<file path="src/rtl/rbm_vote_controller.sv">
// Iteration controller and saturating vote accumulator for a stochastic RBM classifier chain.
// Each iteration pulses the downstream layers out of reset, collects one sample, and updates per-class votes.
module rbm_vote_controller #(
    parameter int output_dim     = 10,
    parameter int count_width    = 12,
    parameter int iter_width     = 10,
    parameter int timeout_width  = 16,
    parameter int timeout_cycles = 50000,
    localparam int WIN_W = (output_dim > 1) ? $clog2(output_dim) : 1
) (
    input  logic                              clock,
    input  logic                              reset,
    input  logic                              start,
    input  logic [iter_width-1:0]             iter_limit,
    input  logic [count_width-1:0]            margin,
    output logic                              layer_reset,
    input  logic                              layer_finish,
    input  logic [output_dim-1:0]             sample,
    output logic [output_dim*count_width-1:0] counts,
    output logic [WIN_W-1:0]                  winner,
    output logic [iter_width-1:0]             iter_count,
    output logic                              busy,
    output logic                              finish,
    output logic                              early_stop,
    output logic                              timeout
);

    typedef enum logic [2:0] {
        S_IDLE,
        S_RESET_LAYER,
        S_WAIT,
        S_EVAL,
        S_DONE
    } state_t;

    localparam logic [timeout_width-1:0] WAIT_LAST = timeout_width'(timeout_cycles - 1);
    localparam logic [count_width-1:0]   COUNT_MAX = {count_width{1'b1}};

    state_t                   state_q, state_d;
    logic [iter_width-1:0]    limit_q, limit_d;
    logic [count_width-1:0]   margin_q, margin_d;
    logic [iter_width-1:0]    iter_q, iter_d;
    logic [WIN_W-1:0]         winner_q, winner_d;
    logic [timeout_width-1:0] wait_cnt_q, wait_cnt_d;
    logic                     early_q, early_d;
    logic                     timeout_q, timeout_d;
    logic                     clear_counts;
    logic                     add_sample;

    logic [WIN_W-1:0]         top_idx;
    logic [count_width-1:0]   top_val;
    logic [count_width-1:0]   ru_val;

    // One saturating vote counter per class.
    genvar gi;
    generate
        for (gi = 0; gi < output_dim; gi++) begin : g_class
            logic [count_width-1:0] cnt_q, cnt_d;

            always_comb begin
                cnt_d = cnt_q;
                if (clear_counts) begin
                    cnt_d = '0;
                end else if (add_sample && sample[gi] && (cnt_q != COUNT_MAX)) begin
                    cnt_d = cnt_q + 1'b1;
                end
            end

            always_ff @(posedge clock) begin
                if (reset) begin
                    cnt_q <= '0;
                end else begin
                    cnt_q <= cnt_d;
                end
            end

            assign counts[gi*count_width +: count_width] = cnt_q;
        end
    endgenerate

    // Argmax with lowest-index tie break, then the best of the remaining classes.
    always_comb begin
        top_idx = '0;
        top_val = counts[0 +: count_width];
        for (int i = 1; i < output_dim; i++) begin
            if (counts[i*count_width +: count_width] > top_val) begin
                top_val = counts[i*count_width +: count_width];
                top_idx = WIN_W'(i);
            end
        end
        ru_val = '0;
        for (int i = 0; i < output_dim; i++) begin
            if ((WIN_W'(i) != top_idx) && (counts[i*count_width +: count_width] > ru_val)) begin
                ru_val = counts[i*count_width +: count_width];
            end
        end
    end

    always_comb begin
        state_d      = state_q;
        limit_d      = limit_q;
        margin_d     = margin_q;
        iter_d       = iter_q;
        winner_d     = winner_q;
        wait_cnt_d   = wait_cnt_q;
        early_d      = early_q;
        timeout_d    = timeout_q;
        clear_counts = 1'b0;
        add_sample   = 1'b0;
        case (state_q)
            S_IDLE, S_DONE: begin
                if (start) begin
                    clear_counts = 1'b1;
                    iter_d       = '0;
                    winner_d     = '0;
                    early_d      = 1'b0;
                    timeout_d    = 1'b0;
                    limit_d      = iter_limit;
                    margin_d     = margin;
                    state_d      = (iter_limit == '0) ? S_DONE : S_RESET_LAYER;
                end
            end
            S_RESET_LAYER: begin
                wait_cnt_d = '0;
                state_d    = S_WAIT;
            end
            S_WAIT: begin
                wait_cnt_d = wait_cnt_q + 1'b1;
                if (layer_finish) begin
                    add_sample = 1'b1;
                    iter_d     = iter_q + 1'b1;
                    state_d    = S_EVAL;
                end else if (wait_cnt_q == WAIT_LAST) begin
                    timeout_d = 1'b1;
                    state_d   = S_DONE;
                end
            end
            S_EVAL: begin
                winner_d = top_idx;
                if (iter_q == limit_q) begin
                    state_d = S_DONE;
                end else if ((margin_q != '0) && ((top_val - ru_val) >= margin_q)) begin
                    early_d = 1'b1;
                    state_d = S_DONE;
                end else begin
                    state_d = S_RESET_LAYER;
                end
            end
            default: state_d = S_IDLE;
        endcase
    end

    always_ff @(posedge clock) begin
        if (reset) begin
            state_q    <= S_IDLE;
            limit_q    <= '0;
            margin_q   <= '0;
            iter_q     <= '0;
            winner_q   <= '0;
            wait_cnt_q <= '0;
            early_q    <= 1'b0;
            timeout_q  <= 1'b0;
        end else begin
            state_q    <= state_d;
            limit_q    <= limit_d;
            margin_q   <= margin_d;
            iter_q     <= iter_d;
            winner_q   <= winner_d;
            wait_cnt_q <= wait_cnt_d;
            early_q    <= early_d;
            timeout_q  <= timeout_d;
        end
    end

    assign layer_reset = (state_q != S_WAIT);
    assign busy        = (state_q == S_RESET_LAYER) || (state_q == S_WAIT) || (state_q == S_EVAL);
    assign finish      = (state_q == S_DONE);
    assign winner      = winner_q;
    assign iter_count  = iter_q;
    assign early_stop  = early_q;
    assign timeout     = timeout_q;

endmodule

</file>
<file path="config.mk">
export PLATFORM = sky130hd
export DESIGN_NAME = rbm_vote_controller
export DESIGN_NICKNAME = d
export VERILOG_FILES = /design/src/rtl/rbm_vote_controller.sv
export SDC_FILE = /design/constraint.sdc
export NUM_CORES = 1
export LEC_CHECK = 0
export ABC_AREA = 0
export BUFFER_PORTS_ARGS = -buffer_cell sky130_fd_sc_hd__buf_2
export CAP_MARGIN = 10
export CORE_UTILIZATION = 35
export CTS_BUF_LIST = sky130_fd_sc_hd__clkbuf_8
export CTS_CLUSTER_SIZE = 40
export DETAILED_ROUTE_END_ITERATION = 6
export HOLD_SLACK_MARGIN = 0.1
export PLACE_DENSITY = 0.63
export SETUP_SLACK_MARGIN = 0.02
export SKIP_CTS_REPAIR_TIMING = 1
export SYNTH_ARGS = -nofsm -noshare
export SYNTH_HDL_FRONTEND = slang
export SYNTH_SLANG_ARGS = --single-unit
</file>
<file path="constraint.sdc">
create_clock -name clock -period 42.2 [get_ports clock]
set_clock_uncertainty 0.05 [all_clocks]
set_input_delay 2.11 -clock clock [delete_from_list [all_inputs] [get_ports clock]]
set_output_delay 2.11 -clock clock [all_outputs]
set_load 0.1 [all_outputs]
</file>
# After elaboration in Yosys (flattened, before gate mapping)

Cells that the tools add are included.
Widths: inputs -> output; s select.

Add/sub/neg operators: 13
$lt $le $gt $ge: 20
Equality and inequality tests: 33
Multiplexer cells: 52
Reduce and logical (&&, ||, !) cells: 48

Operator list:

| cell                  | count |
|---|---|
| $mux 12               | 19 |
| $gt 12x12->1          | 18 |
| $add 12x1->12 const B | 10 |
| $ne 12x12->1 const B  | 10 |
| $mux 4                | 9 |
| $pmux 16 s2           | 1 |
| $logic_and 1x1->1     | 31 |
| $mux 10               | 2 |
| $pmux 10 s2           | 1 |
| $mux 3                | 6 |
| $add 16x1->16 const B | 1 |
| $eq 16x16->1 const B  | 1 |
| $ne 3x4->1 const A    | 4 |
| $ge 12x12->1          | 1 |
| $gt 12x1->1 const B   | 1 |
| $ne 2x2->1 const B    | 6 |
| $pmux 3 s4            | 1 |
| $reduce_bool 12->1    | 1 |
| $sub 12x12->12        | 1 |
| $add 10x1->10 const B | 1 |
| $eq 10x10->1          | 1 |
| $logic_not 10->1      | 1 |
| $mux 1                | 10 |
| $ne 2x4->1 const A    | 2 |
| 17 further kinds      | 27 |

Bits in registers: 177
Input port bits: 36
Output and inout port bits: 139
Word-level logic and storage cells: 184

# Logic depth before layout (Yosys ltp)

Gate-level depths: netlist of run 1.

Depth in word-level cells: 54
Gate-level depth with buffers: 245
Gate-level depth less buffers: 221

# Least setup slack after synthesis of run 1

No wires, ideal clock.

Path kind: register to register
From: register g_class[0].cnt_q[5]
To: register state_q[0]
Setup time: 0.134 ns
Arrival: 43.341 ns
Required time: 42.016 ns
Slack: -1.325 ns
Stages on the path, launching flop included: 219
Path buffers: 28
Period minus slack after synthesis: 43.525 ns
Cell sequence: dfxtp_1 clkbuf_1 inv_1 ha_1 nand4_1 a211o_1 a31oi_1 clkbuf_1 nor2_1 a21oi_1 ha_1 a21o_1 a31o_1 a211o_1 o311ai_1 clkbuf_1 clkbuf_1 o21ai_0 (+183 left out) o21ai_0 a21oi_1 o21ai_0 a21oi_1 o21ai_0 a21oi_1 o21ai_0 a21o_1 a21o_1 nor3b_1 a2111oi_0 nand4_1 ha_1 a21oi_1 a31oi_1 inv_1 a221oi_1 nor4_1

Word-level cells in the longest chain between the ends: 54

Ends and longest elaborated chain:

| what                     | line | text |
|---|---|---|
| start: declaration       | 58   | `logic [count_width-1:0] cnt_q, cnt_d;` |
| start signal: assignment | 73   | `cnt_q <= cnt_d;` |
| $gt 12x12->1             | 86   | `if (counts[i*count_width +: count_width] > top_val) begin` |
| $mux 12                  | 86   |  |
| $gt 12x12->1             | 86   |  |
| $mux 12                  | 86   |  |
| $gt 12x12->1             | 86   |  |
| $mux 12                  | 86   |  |
| $gt 12x12->1             | 86   |  |
| $mux 12                  | 86   |  |
| (+38 left out)           | n/a  |  |
| $logic_and 1x1->1        | 93   | `if ((WIN_W'(i) != top_idx) && (counts[i*count_width +: count_width] > ru_val)) begin` |
| $mux 12                  | 93   |  |
| $sub 12x12->12 *         | 142  | `end else if ((margin_q != '0) && ((top_val - ru_val) >= margin_q)) begin` |
| $ge 12x12->1 *           | 142  |  |
| $logic_and 1x1->1 *      | 142  |  |
| $mux 3 *                 | 142  |  |
| $mux 3 *                 | 140  | `if (iter_q == limit_q) begin` |
| $pmux 3 s4 *             | 110  | `case (state_q)` |
| end signal: assignment   | 164  | `state_q <= state_d;` |
| end: declaration         | 39   | `state_t state_q, state_d;` |

Mark *: on every way between the ends. The rest lies on a longest branch, timed or not.
A chain may end at the register's enable or synchronous reset.

# Worst setup path after layout of run 1

From: register g_class[0].cnt_q[7]
To: register state_q[0]

The elaborated chain is that of the path after synthesis.

==> flow_metrics.tcl, run 1 <==
set metrics [dict create \
    outcome "finished, final reports clean" \
    final_net_count 2811 \
    num_io_pins 175 \
    cts.sinks 177 \
    criticalPathCategory "flop to flop" \
    cts_max_level 4 \
    layout.area.seq_um2 3588 \
    drt_iter0_markers 1322 \
    crit_path_start_kind "flop" \
    cts_buffers 17 \
    first_pass_grt_wire_length_mm 94.29 \
    timing.max_cap.violations 0 \
    final.min_clock_period_ns 40.19 \
    start_util_pct 35.67 \
    synthTopCellsByArea "sky130_fd_sc_hd__dfxtp_1, sky130_fd_sc_hd__ha_1, sky130_fd_sc_hd__nor2_1, sky130_fd_sc_hd__nand2_1, sky130_fd_sc_hd__a21oi_1" \
    synth_common_cells "sky130_fd_sc_hd__nor2_1, sky130_fd_sc_hd__nand2_1, sky130_fd_sc_hd__ha_1, sky130_fd_sc_hd__inv_1, sky130_fd_sc_hd__dfxtp_1" \
    timing_hold_violations_final 0 \
    route.antenna.remaining_nets 0 \
    mappedNetlistNets 2594 \
    clk-insertion-delay-late_ns 0.61 \
    number_of_global_route_vias_before_repair 16943 \
    critical_path.slowest_cell "sky130_fd_sc_hd__or4_1" \
    whs_path_depth 2 \
    yosysTopAreaCell "sky130_fd_sc_hd__dfxtp_1" \
    min_to "limit_q[5]" \
    fill_cells 5052 \
    synth-seq-cells 177 \
    maxClockFrequency_ghz 0.02488 \
    synth_ff_type "sky130_fd_sc_hd__dfxtp_1" \
    grt_antenna_before_repair 1 \
    synth_top_area_share_pct 20.21 \
    max_slew_margin_pct 33.72 \
    reg2reg_from "g_class[0].cnt_q[7]" \
    dp.final_hpwl_mm 47.54 \
    post_drt_via_cell_ratio 5.615 \
    die_area_um2 50990 \
    crit_path_end_kind "flop" \
    asyncSetResetFlopFracSynth_pct 0 \
    drv_slew 0 \
    reg2reg_slack_ns 2.01 \
    gr-total-overflow 0 \
    place_congestion 0.9891 \
    post_syn_area_per_cell_um2 7.550 \
    cts_root_cell "sky130_fd_sc_hd__clkbuf_8" \
    critical_path.most_common_cell "sky130_fd_sc_hd__ha_1" \
    placementRows 81 \
    postSynthCellCount 2322 \
    share_of_the_yosys_chip_area_belonging_to_registers_pct 20.21 \
    dr_total_vias 18065 \
    reg2reg_depth 208 \
    final_routed_wirelength_across_all_metal_layers_mm 61.91 \
    area.growth.synth_to_final_pct 18.69 \
    cp_max_fo 23 \
    number_of_flops_mapped_to_enable_cells_by_yosys 0 \
    synth_warnings 0 \
    grt_start_max_net_pins 69 \
    postLayoutCoreUtil_pct 42.33 \
    clkTransAtPathRegs_ns 0.12 \
    multi_input_comb_area_um2 13630 \
    synth.most_common_cell "sky130_fd_sc_hd__nor2_1" \
    buffer_ports.inserted 174 \
    setup_viol 0 \
    worstPathRequired_ns 42.61 \
    core_area_um2 49150 \
    globalRouteTotalUtil_pct 23.69 \
    post_route_cells_drive_above_1_share_pct 19.79 \
    dr.pass1.iters 6 \
    syn_area_um2 17530 \
    hp-start "limit_q[5]" \
    tightestPinTransition_ns 0.9817 \
    dieHeight_um 225.8 \
    tritoncts "done" \
    hold_path.class "flop to flop" \
    critical-path-max-stage-delay_ns 0.51 \
    post_drt_wl_per_cell_um 19.24 \
    crit_share_post_route_pct 95.24 \
    clock_tree.buffer_depth 2 \
    reg2reg_to "state_q[0]" \
    post-route-drc-count 0 \
    synth.distinct_cells 99 \
    die_width_um 225.8 \
    worstPathArrival_ns 40.60 \
]
registers in the layout, indices dropped and copies added, names as in the netlist:
register,flops
wait_cnt_q,16
early_stop,1
state_q,3
g_class.cnt_q,120
timeout,1
limit_q,10
margin_q,12
iter_count,10
winner,4
cell usage in the layout, fill, tap and decap left out, types with 58 or more instances in the layout:
cell	netlist	layout
sky130_fd_sc_hd__nand3_1	79	78
sky130_fd_sc_hd__dfxtp_1	177	155
sky130_fd_sc_hd__nand4_1	63	63
sky130_fd_sc_hd__nor2_1	251	247
sky130_fd_sc_hd__buf_4	2	81
sky130_fd_sc_hd__ha_1	235	235
sky130_fd_sc_hd__o21ai_0	125	95
sky130_fd_sc_hd__xor2_1	64	64
sky130_fd_sc_hd__buf_2	4	176
sky130_fd_sc_hd__a21oi_1	169	143
sky130_fd_sc_hd__nand2_1	240	238
sky130_fd_sc_hd__mux2_2	58	58
sky130_fd_sc_hd__xnor2_1	81	81
sky130_fd_sc_hd__inv_1	184	184
layer usage:
layer / routed length, um / share of wire (%) / global-route usage, %
met5: 0 / 0 / 0
met4: 2134 / 3.4 / 9.699
met3: 3680 / 5.9 / 3.929
met1: 27140 / 44 / 30.36
met2: 28950 / 47 / 39.18
critical path, delay by kind of cell (launching register included):
kind	cells	cell delay, ns
adder cells (fa/ha/maj)	20	5.73
multiplexers	10	3.05
AO/OA/AOI/OAI	90	16.77
AND/OR/NAND/NOR	61	10.16
buffers and inverters	27	3.79
flip-flops	1	0.41
layout make-up:
class | count | area share, %
diodes | 1 | 0.01203
clock buffers | 17 | 1.125
clock inverters | 15 | 0.9441
inverters | 187 | 3.374
multi-input cells | 1889 | 65.52
flip-flops and latches | 177 | 17.25
well taps | 664 | 3.993
repair buffers | 267 | 7.782
metrics by stage:
step | area, um^2 | setup slack (ns) | TNS, ns | std cells | hold slack (ns)
floorplan | 17590 | 0.02874 | 0 | 2322 | 0.3978
global placement | 19440 | 0.1461 | 0 | 3140 | 0.4064
detailed placement | 19440 | -1.212 | -3.331 | 3140 | 0.4177
CTS | 19870 | -1.446 | -4.056 | 3172 | 0.4347
global route | 20810 | -0.3620 | -0.8358 | 3217 | 0.4464
finish | 20810 | 2.011 | 0 | 3217 | 0.4335
worst max path at each step:
stage	slack [ns]	start	end
2_1_floorplan	0.03	g_class[0].cnt_q[5]	state_q[0]
3_3_place_gp	0.15	g_class[0].cnt_q[6]	state_q[0]
3_5_place_dp	-1.21	g_class[0].cnt_q[7]	state_q[0]
4_1_cts	-1.45	g_class[0].cnt_q[6]	state_q[0]
5_1_grt	-0.36	g_class[0].cnt_q[7]	state_q[0]
6_report	2.01	g_class[0].cnt_q[7]	state_q[0]
logic make-up after synthesis:
logic type      count (synthesis)  share of synthesized area, %
simple gates                  860                         23.29
compound gates                533                         19.83
buf+inv                       264                         5.724
fa+ha+maj                     236                         16.89
flops                         177                         20.21
xor+xnor                      145                         7.244
mux                           107                         6.816
Power of run 1 is left out: the tool's default activity adds up to more than one toggle a clock period on the data nets, which glitch-free logic cannot reach.
==> inputs of run 2 (changes only) <==
--- a/config.mk
+++ b/config.mk
@@ -15,5 +15,5 @@
 export HOLD_SLACK_MARGIN = 0.1
 export PLACE_DENSITY = 0.63
-export SETUP_SLACK_MARGIN = 0.02
+export SETUP_SLACK_MARGIN = 0.05
 export SKIP_CTS_REPAIR_TIMING = 1
 export SYNTH_ARGS = -nofsm -noshare
==> constraint.sdc (replaced) <==
create_clock -name clock -period 42.2 [get_ports clock]
set_clock_uncertainty 0.05 [all_clocks]
set_input_delay 4.22 -clock clock [delete_from_list [all_inputs] [get_ports clock]]
set_output_delay 4.22 -clock clock [all_outputs]
set_load 0.1 [all_outputs]
==> run 2 against run 1 <==
Net effect: count of clock-buffer cells in the layout is the same; die area unchanged; sequential cell count unchanged; routed wire length rose by 0.33%; cell area is 0.19% higher; worst setup slack got worse by 0.0083 ns; hold slack worse by 0.0074 ns; register-to-register slack hardly changed; via count is 0.59% higher.
==> flow_metrics.tcl, run 2 (same netlist as run 1, synthesis figures left out) <==
set metrics [dict create \
    routed-wl-met3_mm 3.799 \
    drt_iter0_markers 1372 \
    layout.cells.most_common_list "sky130_fd_sc_hd__nor2_1, sky130_fd_sc_hd__nand2_1, sky130_fd_sc_hd__ha_1" \
    cts.sinks 177 \
    post-route-drc-count 0 \
    route.antenna.remaining_nets 0 \
    worstPathRequired_ns 42.59 \
    timing_hold_violations_final 0 \
    largest_register "g_class.cnt_q" \
    detailroute.wirelength.met2_mm 29.51 \
    crit_path_end_kind "flop" \
    cts_max_level 4 \
    biggestRegsByFlops "g_class.cnt_q: 120 flops, wait_cnt_q: 16 flops, margin_q: 12 flops" \
    setup_viol 0 \
    outcome "finished, final reports clean" \
    critical-path-max-stage-delay_ns 0.47 \
    die_width_um 225.8 \
    final_net_count 2819 \
    clock_tree.buffer_depth 2 \
    placementRows 81 \
    buffer_ports.inserted 174 \
    dp_slack_ns -1.355 \
    critical_path_buf_inv_count 25 \
    dr.pass1.iters 7 \
    crit_start "g_class[0].cnt_q[11]" \
    dp.final_hpwl_mm 47.99 \
    num_io_pins 175 \
    postLayoutCoreUtil_pct 42.41 \
    post_route_cells_drive_above_1_share_pct 19.93 \
    post_drt_wl_per_cell_um 19.27 \
    area.growth.synth_to_final_pct 18.91 \
    final.setup.worst_slack_ns 2.002 \
    cp_top_family "compound AO/OA/AOI/OAI gates" \
    gr-total-overflow 0 \
    place.detailed.instances 3151 \
    reg2reg_from "g_class[0].cnt_q[11]" \
    tritoncts "done" \
    core_area_um2 49150 \
    post_drt_via_cell_ratio 5.636 \
    layout.cells.most_common "sky130_fd_sc_hd__nor2_1" \
    final_routed_wirelength_across_all_metal_layers_mm 62.11 \
    grt_antenna_before_repair 2 \
    criticalPathCategory "flop to flop" \
    cts_root_cell "sky130_fd_sc_hd__clkbuf_8" \
    maxClockFrequency_ghz 0.02488 \
    dr.max_layer_used "met4" \
    number_of_global_route_vias_before_repair 16771 \
    cts_buffers 17 \
    timing.max_cap.violations 0 \
    dieHeight_um 225.8 \
    critical_path.slowest_cell "sky130_fd_sc_hd__a2111o_1" \
    worstPathArrival_ns 40.59 \
    globalRouteTotalUtil_pct 23.62 \
    hold_path.class "flop to flop" \
    clk-insertion-delay-late_ns 0.59 \
    cp_max_fo 23 \
    layoutNonFillerInstCount 3224 \
    place_congestion 0.9881 \
    crit_share_post_route_pct 95.26 \
    largest_reg_flops 120 \
    critical_path.most_common_cell "sky130_fd_sc_hd__ha_1" \
    fin_worst_hold_slack_ns 0.4260 \
    die_area_um2 50990 \
    wl_met1_mm 26.92 \
    crit_path_start_kind "flop" \
    drv_slew 0 \
    final.min_clock_period_ns 40.20 \
    first_pass_grt_wire_length_mm 93.92 \
    clkTransAtPathRegs_ns 0.11 \
    hp-start "limit_q[4]" \
    max_slew_margin_pct 30.30 \
    grt_start_max_net_pins 69 \
    tightestPinTransition_ns 1.044 \
    start_util_pct 35.67 \
    dr_total_vias 18171 \
]
-- run 2: cell count changes in the layout (fill, tap and decap cells not counted), sizes merged --
| cell | change |
|---|---|
| a21oi | +1 |
| buf | +6 |
| clkdlybuf4s15 | +1 |
| clkinv | -2 |
| inv | +1 |
-- run 2: routing by layer --
layer	GRT usage (%)	vias to the layer above
li1	-	8764
met1	30.08	8600
met2	39.91	660
met3	3.617	147
met4	8.865	0
met5	0	-
-- run 2: worst paths after layout --
| check | end | slack (ns) | cells after the start |
|---|---|---|---|
| worst max-delay path | state_q[0] | 2.00 | 209 |
| worst max register to register | state_q[0] | 2.00 | 209 |
| worst min register to register | limit_q[4] | 0.43 | 2 |
| worst min-delay path | limit_q[4] | 0.43 | 2 |
-- run 2: final cells by class --
cell class / count / area [um^2]
diodes: 1 / 2.502
clock buffers: 17 / 234.0
clock inverters: 14 / 185.2
fillers: 5096 / 28310
inverters: 187 / 701.9
multi-input cells: 1890 / 13640
flip-flops and latches: 177 / 3583
well taps: 664 / 830.8
repair buffers: 274 / 1672
-- run 2: metrics by stage --
| stage | setup TNS, ns | area [um^2] |
|---|---|---|
| after detailed placement | -3.758 | 19510 |
| after global placement | -0.4837 | 19510 |
| final | 0 | 20850 |
| after floorplan | 0 | 17590 |
| after CTS | -4.375 | 19930 |
| after global routing | -0.5648 | 20850 |
-- run 2: worst reg2reg max path: cells and delay by family (launching register included) --
| kind | cells | cell delay [ns] |
|---|---|---|
| adder cells (fa/ha/maj) | 20 | 5.77 |
| multiplexers | 9 | 2.44 |
| flip-flops | 1 | 0.43 |
| AND/OR/NAND/NOR | 55 | 8.64 |
| buffers and inverters | 25 | 3.38 |
| AO/OA/AOI/OAI | 100 | 19.30 |
Power of run 2 is left out for the same reason.
==> inputs of run 3 (changes only) <==
Settings changed: REMOVE_ABC_BUFFERS set to 1.
==> run 3 against run 2 <==
Net effect: hold slack better by 0.0017 ns; cell count did not move; routed wire length barely moved; via count is 0.25% lower; first-iteration DRC count is 3.4% lower; non-clock buffer count increased by 6; worst setup slack improved by 0.0096 ns; die area unchanged; core utilization fell by 0.29 points; count of clock-buffer cells in the layout rose by 2.
==> flow_metrics.tcl, run 3 (same netlist as run 1, synthesis figures left out) <==
set metrics [dict create \
    cts.sinks 177 \
    drv_slew 0 \
    die_width_um 225.8 \
    layout.cells.most_common "sky130_fd_sc_hd__nor2_1" \
    worstPathRequired_ns 42.60 \
    clkTransAtPathRegs_ns 0.11 \
    tritoncts "done" \
    first_pass_grt_wire_length_mm 94.86 \
    largest_register "g_class.cnt_q" \
    gr-total-overflow 0 \
    crit_path_start_kind "flop" \
    die_area_um2 50990 \
    drt_iter0_markers 1326 \
    hold_path.class "flop to flop" \
    critical_path.most_common_cell "sky130_fd_sc_hd__ha_1" \
    placementRows 81 \
    final_net_count 2820 \
    post_drt_wl_per_cell_um 19.28 \
    buffer_ports.inserted 174 \
    largest_reg_flops 120 \
    post_route_cells_drive_above_1_share_pct 19.49 \
    cp_max_fo 22 \
    number_of_global_route_vias_before_repair 16843 \
    post_route_cell_area_um2 20700 \
    grt_start_max_net_pins 69 \
    cts_max_level 4 \
    fin_tns_setup_ns 0 \
    dp.final_hpwl_mm 48.44 \
    dieHeight_um 225.8 \
    globalRouteTotalUtil_pct 23.92 \
    final.min_clock_period_ns 40.19 \
    dr.pass1.iters 5 \
    place_congestion 0.9798 \
    criticalPathCategory "flop to flop" \
    antenna-diode-count 0 \
    max_slew_margin_pct 37.19 \
    route.antenna.remaining_nets 0 \
    final_routed_wirelength_across_all_metal_layers_mm 62.16 \
    outcome "finished, final reports clean" \
    post-route-drc-count 0 \
    cts_root_cell "sky130_fd_sc_hd__clkbuf_8" \
    critical-path-max-stage-delay_ns 0.45 \
    post_drt_via_cell_ratio 5.622 \
    placedInstanceArea_um2 19390 \
    clock_tree.buffer_depth 2 \
    timing_hold_violations_final 0 \
    start_util_pct 35.67 \
    critical_path.slowest_cell "sky130_fd_sc_hd__or3_4" \
    fill_cells 5078 \
    cts_buffers 17 \
    timing.max_cap.violations 0 \
    biggestRegsByFlops "g_class.cnt_q: 120 flops, wait_cnt_q: 16 flops, margin_q: 12 flops" \
    num_io_pins 175 \
    layout.cells.most_common_list "sky130_fd_sc_hd__nor2_1, sky130_fd_sc_hd__nand2_1, sky130_fd_sc_hd__ha_1" \
    crit_path_end_kind "flop" \
    maxClockFrequency_ghz 0.02488 \
    grt_antenna_before_repair 1 \
    worstPathArrival_ns 40.59 \
    crit_share_post_route_pct 95.23 \
    area.growth.synth_to_final_pct 18.09 \
    core_area_um2 49150 \
    dr_total_vias 18126 \
    clk-insertion-delay-late_ns 0.60 \
    tightestPinTransition_ns 0.9323 \
    setup_viol 0 \
]
==> run 3: changes by cell type in the layout (fill, tap and decap cells not counted), sizes merged, moves of 2 or more <==
cell	previous run	this run
buf	273	279
clkbuf	17	20
inv	193	190
o311ai	9	7
==> run 3: stage by stage <==
step | hold WS (ns) | cells | util [%] | setup WS (ns)
3_3_place_gp | 0.4054 | 3140 | 39.45 | -0.6765
2_1_floorplan | 0.3918 | 2245 | - | -3.193
3_5_place_dp | 0.4173 | 3140 | 39.45 | -1.784
5_1_grt | 0.4543 | 3224 | 42.12 | -0.2455
4_1_cts | 0.4317 | 3171 | 40.24 | -1.938
6_report | 0.4277 | 3224 | 42.12 | 2.012
==> run 3: worst max-delay path: cells and delay by family, from the launching register on <==
family	cells	cell delay (ns)
AO/OA/AOI/OAI	98	18.19
AND/OR/NAND/NOR	56	8.72
adder cells (fa/ha/maj)	20	5.59
buffers and inverters	27	3.58
multiplexers	11	3.45
flip-flops	1	0.40
==> run 3: final timing paths <==
| kind | from | end | slack, ns | cells past startpoint |
|---|---|---|---|---|
| hold reg to reg | margin_q[5] | margin_q[5] | 0.43 | 2 |
| hold / removal | margin_q[5] | margin_q[5] | 0.43 | 2 |
| setup reg to reg | g_class[0].cnt_q[10] | state_q[0] | 2.01 | 212 |
| setup / recovery | g_class[0].cnt_q[10] | state_q[0] | 2.01 | 212 |
==> run 3: final cells by class <==
class,count,area (um^2),share of cell area (%)
flip-flops and latches,177,3560,17.19
clock inverters,12,125.1,0.6044
inverters,187,701.9,3.391
clock buffers,19,261.5,1.263
well taps,664,830.8,4.013
repair buffers,280,1705,8.238
multi-input cells,1885,13520,65.30
==> run 3: routing by layer <==
metal,GRT usage [%],part of all wire [%],up-vias
met2,39.39,46,564
met1,31.15,45,8708
met4,8.602,2.7,2
met5,0,0.021,-
li1,-,-,8746
met3,4.085,6.0,106
Power of run 3 is left out for the same reason.
